--- src/rtl/instr_fetch_mem.sv ---
// Loadable instruction memory with a registered valid/ready fetch port.
// Each accepted fetch returns its word one cycle later. A branch flush drops the held response.
module instr_fetch_mem #(
  parameter int                 ADDR_W  = 8,
  parameter int                 INSTR_W = 16,
  parameter int                 DEPTH   = 256,
  parameter logic [INSTR_W-1:0] NOP     = '0
) (
  input  logic               clk_i,
  input  logic               rst_i,
  input  logic               ld_en_i,
  input  logic [ADDR_W-1:0]  ld_addr_i,
  input  logic [INSTR_W-1:0] ld_data_i,
  input  logic               flush_i,
  input  logic               req_valid_i,
  input  logic [ADDR_W-1:0]  req_addr_i,
  output logic               req_ready_o,
  output logic               rsp_valid_o,
  output logic [INSTR_W-1:0] rsp_instr_o,
  output logic [ADDR_W-1:0]  rsp_addr_o,
  output logic               rsp_err_o,
  input  logic               rsp_ready_i
);

  // Index width covers DEPTH words. One extra bit on the limit lets DEPTH == 2**ADDR_W fit.
  localparam int                IdxW   = (DEPTH > 1) ? $clog2(DEPTH) : 1;
  localparam logic [ADDR_W:0]   DepthC = (ADDR_W + 1)'(DEPTH);

  typedef enum logic {
    EMPTY = 1'b0,
    FULL  = 1'b1
  } state_e;

  state_e               state_q, state_d;
  logic [INSTR_W-1:0]   rspInstr_q, rspInstr_d;
  logic [ADDR_W-1:0]    rspAddr_q, rspAddr_d;
  logic                 rspErr_q, rspErr_d;

  logic [INSTR_W-1:0]   mem_q [DEPTH];

  logic                 ldInRange;
  logic                 reqInRange;
  logic [IdxW-1:0]      ldIdx;
  logic [IdxW-1:0]      reqIdx;
  logic [INSTR_W-1:0]   memRead;
  logic                 accept;

  assign ldInRange  = {1'b0, ld_addr_i}  < DepthC;
  assign reqInRange = {1'b0, req_addr_i} < DepthC;
  assign ldIdx      = ld_addr_i[IdxW-1:0];
  assign reqIdx     = req_addr_i[IdxW-1:0];
  assign memRead    = mem_q[reqIdx];

  // Loads block fetches, so a word is never read and written in the same cycle.
  assign req_ready_o = !ld_en_i && !flush_i && ((state_q == EMPTY) || rsp_ready_i);
  assign accept      = req_valid_i && req_ready_o;

  // The program array has no reset; its contents persist across rst_i.
  always_ff @(posedge clk_i) begin
    if (ld_en_i && ldInRange) begin
      mem_q[ldIdx] <= ld_data_i;
    end
  end

  always_comb begin
    state_d    = state_q;
    rspInstr_d = rspInstr_q;
    rspAddr_d  = rspAddr_q;
    rspErr_d   = rspErr_q;
    if (flush_i) begin
      state_d = EMPTY;
    end else if (accept) begin
      state_d    = FULL;
      rspAddr_d  = req_addr_i;
      rspErr_d   = !reqInRange;
      rspInstr_d = reqInRange ? memRead : NOP;
    end else if ((state_q == FULL) && rsp_ready_i) begin
      // Consumed with nothing behind it: payload is left in place, only valid drops.
      state_d = EMPTY;
    end
  end

  always_ff @(posedge clk_i) begin
    if (rst_i) begin
      state_q    <= EMPTY;
      rspInstr_q <= NOP;
      rspAddr_q  <= '0;
      rspErr_q   <= 1'b0;
    end else begin
      state_q    <= state_d;
      rspInstr_q <= rspInstr_d;
      rspAddr_q  <= rspAddr_d;
      rspErr_q   <= rspErr_d;
    end
  end

  assign rsp_valid_o = (state_q == FULL);
  assign rsp_instr_o = rspInstr_q;
  assign rsp_addr_o  = rspAddr_q;
  assign rsp_err_o   = rspErr_q;

endmodule
--- config.mk ---
export PLATFORM = sky130hd
export DESIGN_NAME = instr_fetch_mem
export DESIGN_NICKNAME = d
export VERILOG_FILES = /design/src/rtl/instr_fetch_mem.sv
export SDC_FILE = /design/constraint.sdc
export NUM_CORES = 2
export LEC_CHECK = 0
export CAP_MARGIN = 20
export CORE_AREA = 4 4 521 523
export DETAILED_ROUTE_END_ITERATION = 8
export DIE_AREA = 0 0 525 527
export GPL_TIMING_DRIVEN = 1
export PLACE_DENSITY_LB_ADDON = 0.2
export SLEW_MARGIN = 20
export SYNTH_ARGS = -nofsm -noshare
export SYNTH_HDL_FRONTEND = slang
export SYNTH_SLANG_ARGS = --single-unit
--- constraint.sdc ---
create_clock -name clk_i -period 6 [get_ports clk_i]
set_input_delay 1.2 -clock clk_i [delete_from_list [all_inputs] [get_ports clk_i]]
set_output_delay 1.2 -clock clk_i [all_outputs]
set_load 0.05 [all_outputs]
==> metrics.txt <==
status=finished clean; post-synthesis register bit count=slightly above 4000; grt total ovfl=0; TritonCTS clock tree=built; LEAKAGE=around 57 nW; max_slew headroom=14.1%; Post-CTS Hold Buffers=0; Layout Cells excl Fill=12100; dpl ws=602 ps; startpoint types=input pin; VDD IR max=0.265 mV; Die Y=approximately 530 um; pwr/cell area=roughly 330 nW/um^2; TritonCTS Buffers=between 400 and 500; register area=between 100000 and 150000 um^2; htree depth=5; worst setup path class=in2reg; CTS sink count=4121; Post-synth EDFFs=4096; clock insertion delay at the later pin of the skew report=between 900 and 1000 ps; vias in the first global route=79500; max-slew violations=0; drt wl/cell=34.7 um; Max Clk Rate=208 MHz; Setup Viol. Count Final=0; GRT Total Usage=30.2%; CTS clk-pin slew, worst paths=around 60 ps; synthesized net count=7754; synthesized instance count=between 7000 and 8000; antenna violations before repair=29; Sum Neg Setup Slack=0 ps; nets@finish=8203; largest fanout on the critical path=18; multi-input logic area=33400 um^2; Placer Congestion=~0.97; final period utilization=80.1%; main flop type after synthesis=edfxtp_1; hpwl dp=248000 um; Worst-Margin Slew=1290 ps; Yosys top cell by area=edfxtp_1; Post-CTS Setup Inserts=0; die area=277000 um^2; largest net degree at the start of global routing=between 150 and 200; Longest Clk Path Bufs=4; Root Driver=clkbuf_16; row cnt=190; Synth top area share=77.1%; I/O Pins=between 60 and 70; layout cells sized above 1=between 20% and 30%; Pwr Total=59.5 mW; Synth area leaders=edfxtp_1 (77%), mux4_2 (11%), mux2i_1 (3.9%), o221ai_1 (1.1%), nor2_1 (1.1%); min Tclk post-route=slightly below 5000 ps; post-synthesis cell area=159000 um^2; Mapped Avg Cell Area=about 21 um^2; vias per cell=roughly 6.8; RSZ-0062 raised after global routing=no; Ys Warns=0; global-route wire length before repair=594000 um; Post-Route Skew=between 60 and 70 ps; DRC Markers=0; type of the tightest min-delay check=reg2reg; CTS resizes=0; Post-synth ARST share=0%; # fillers=around 17000; arrival time worst endpoint=5570 ps; placed cell count=11300; Crit. End Element=flip-flop; post-synth cell types=50; Routed Antenna Nets=0; Pre-antenna DRT Iters=8; Port Buf Inserts=63; final hold violation count=0; Req. time, crit path=6760 ps; setup slack after layout=1190 ps; Iter 0 DRT Violations=~12000; WL final=418000 um; initial core utilization=59.7%; core box area=~270000 um^2; register area share after synthesis=77.4%; die width=between 500 and 600 um; Layout area overhead=12.3%; Max Cap Viol=0; via count=82200
-- final cells by class --
type	instances	area share [%]
repair buffers	521	2.64
well taps	3552	2.48
clock buffers	497	5.90
inverters	3	0.0119
flip-flops and latches	4121	69.0
multi-input cells	3116	18.6
clock inverters	231	1.33
diodes	16	0.0224
-- cells in the final DEF, fill, tap and decap left out, types with 15 or more instances in the layout --
cell type and n:
clkinv_2 79, nor2b_1 16, buf_4 412, nor3_1 95, mux2i_1 620, nor4_1 60, nor2_1 433, mux4_2 761
a21oi_1 146, diode_2 16, o211ai_1 17, nand2_1 128, mux2_2 46, clkbuf_16 407, o221ai_1 196, a2111oi_0 15
a211oi_1 69, nand3_1 89, clkbuf_1 86, buf_8 18, bufinv_16 41, clkdlybuf4s50_1 40, clkinv_1 82, o22ai_1 148
dfxtp_1 25, a311oi_1 17, edfxtp_1 4096, o21ai_0 104, a22oi_1 46, buf_12 45
-- worst max-delay path, stage by stage --
cell             delay, ps
clkdlybuf4s50_1        850
and3b_1                970
nand2_1                600
a211oi_1               850
nor4_1                 290
buf_4                  220
nand4b_1                90
o31a_1                 360
a2111oi_0              110
-- registers in the layout, summed over array words and instances, names as in the netlist --
signal / flops
rsp_instr_o: 16
mem_q: 4096
rsp_addr_o: 8
rsp_valid_o: 1
-- Yosys cell counts (2+ instances only) --
library cell,instances
nor3b_1,2
mux4_2,761
a211oi_1,69
mux2i_1,620
a21oi_1,146
nor2b_1,17
a311oi_1,17
nor2_1,449
a22oi_1,46
clkbuf_1,204
nand2_1,129
buf_2,95
nand2b_1,3
edfxtp_1,4096
o22ai_1,148
buf_4,54
a2111oi_0,16
nand3_1,90
o21ai_0,104
o221ai_1,196
nor4_1,62
buf_12,3
o211ai_1,17
nand4_1,14
or4_1,4
nand4b_1,14
and3_1,4
and2_1,4
a31oi_1,14
buf_8,3
mux2_2,46
o31a_1,14
dfxtp_1,25
inv_1,2
buf_1,53
nor3_1,98
buf_6,64
-- per-layer routing --
layer	track usage, %	vias to the layer above	share of wire, %
li1	-	33200	-
met1	43.3	43100	37
met2	45.7	5075	47
met3	7.64	801	12
met4	11.0	12	4.1
met5	0.0693	-	0.019
-- kinds of logic (layout without fill, tap and decap cells) --
| kind of cell | Yosys count | after routing | share of synthesized area [%] |
|---|---|---|---|
| flops | 4121 | 4121 | 77.4 |
| mux | 1427 | 1427 | 15.0 |
| simple gates | 894 | 894 | 2.48 |
| compound gates | 794 | 794 | 3.42 |
| buf+inv | 479 | 1252 | 1.68 |
| other cells | 1 | 17 | 0.00235 |
-- metrics by stage --
step	hold slack [ps]	cell area, um^2	util [%]
2_1_floorplan	681	159000	-
5_1_grt	473	179000	67.1
3_3_place_gp	448	166000	62.2
3_5_place_dp	450	166000	62.2
4_1_cts	459	179000	67.1
6_report	457	179000	67.1
-- power by group --
group | internal, mW | switching [mW]
registers | 31.7 | 0.0323
clock network | 14.3 | 10.6
logic | 0.950 | 2.02
-- final timing paths --
path,startpoint,to,slack [ps],cells past startpoint
max reg2reg,mem_q[53][5],rsp_instr_o[5],2870,8
max,req_addr_i[6],rsp_instr_o[5],1190,9
min,rsp_addr_o[5],rsp_addr_o[5],460,2
min reg2reg,rsp_addr_o[5],rsp_addr_o[5],460,2
Power figures use the tool's default switching activity.
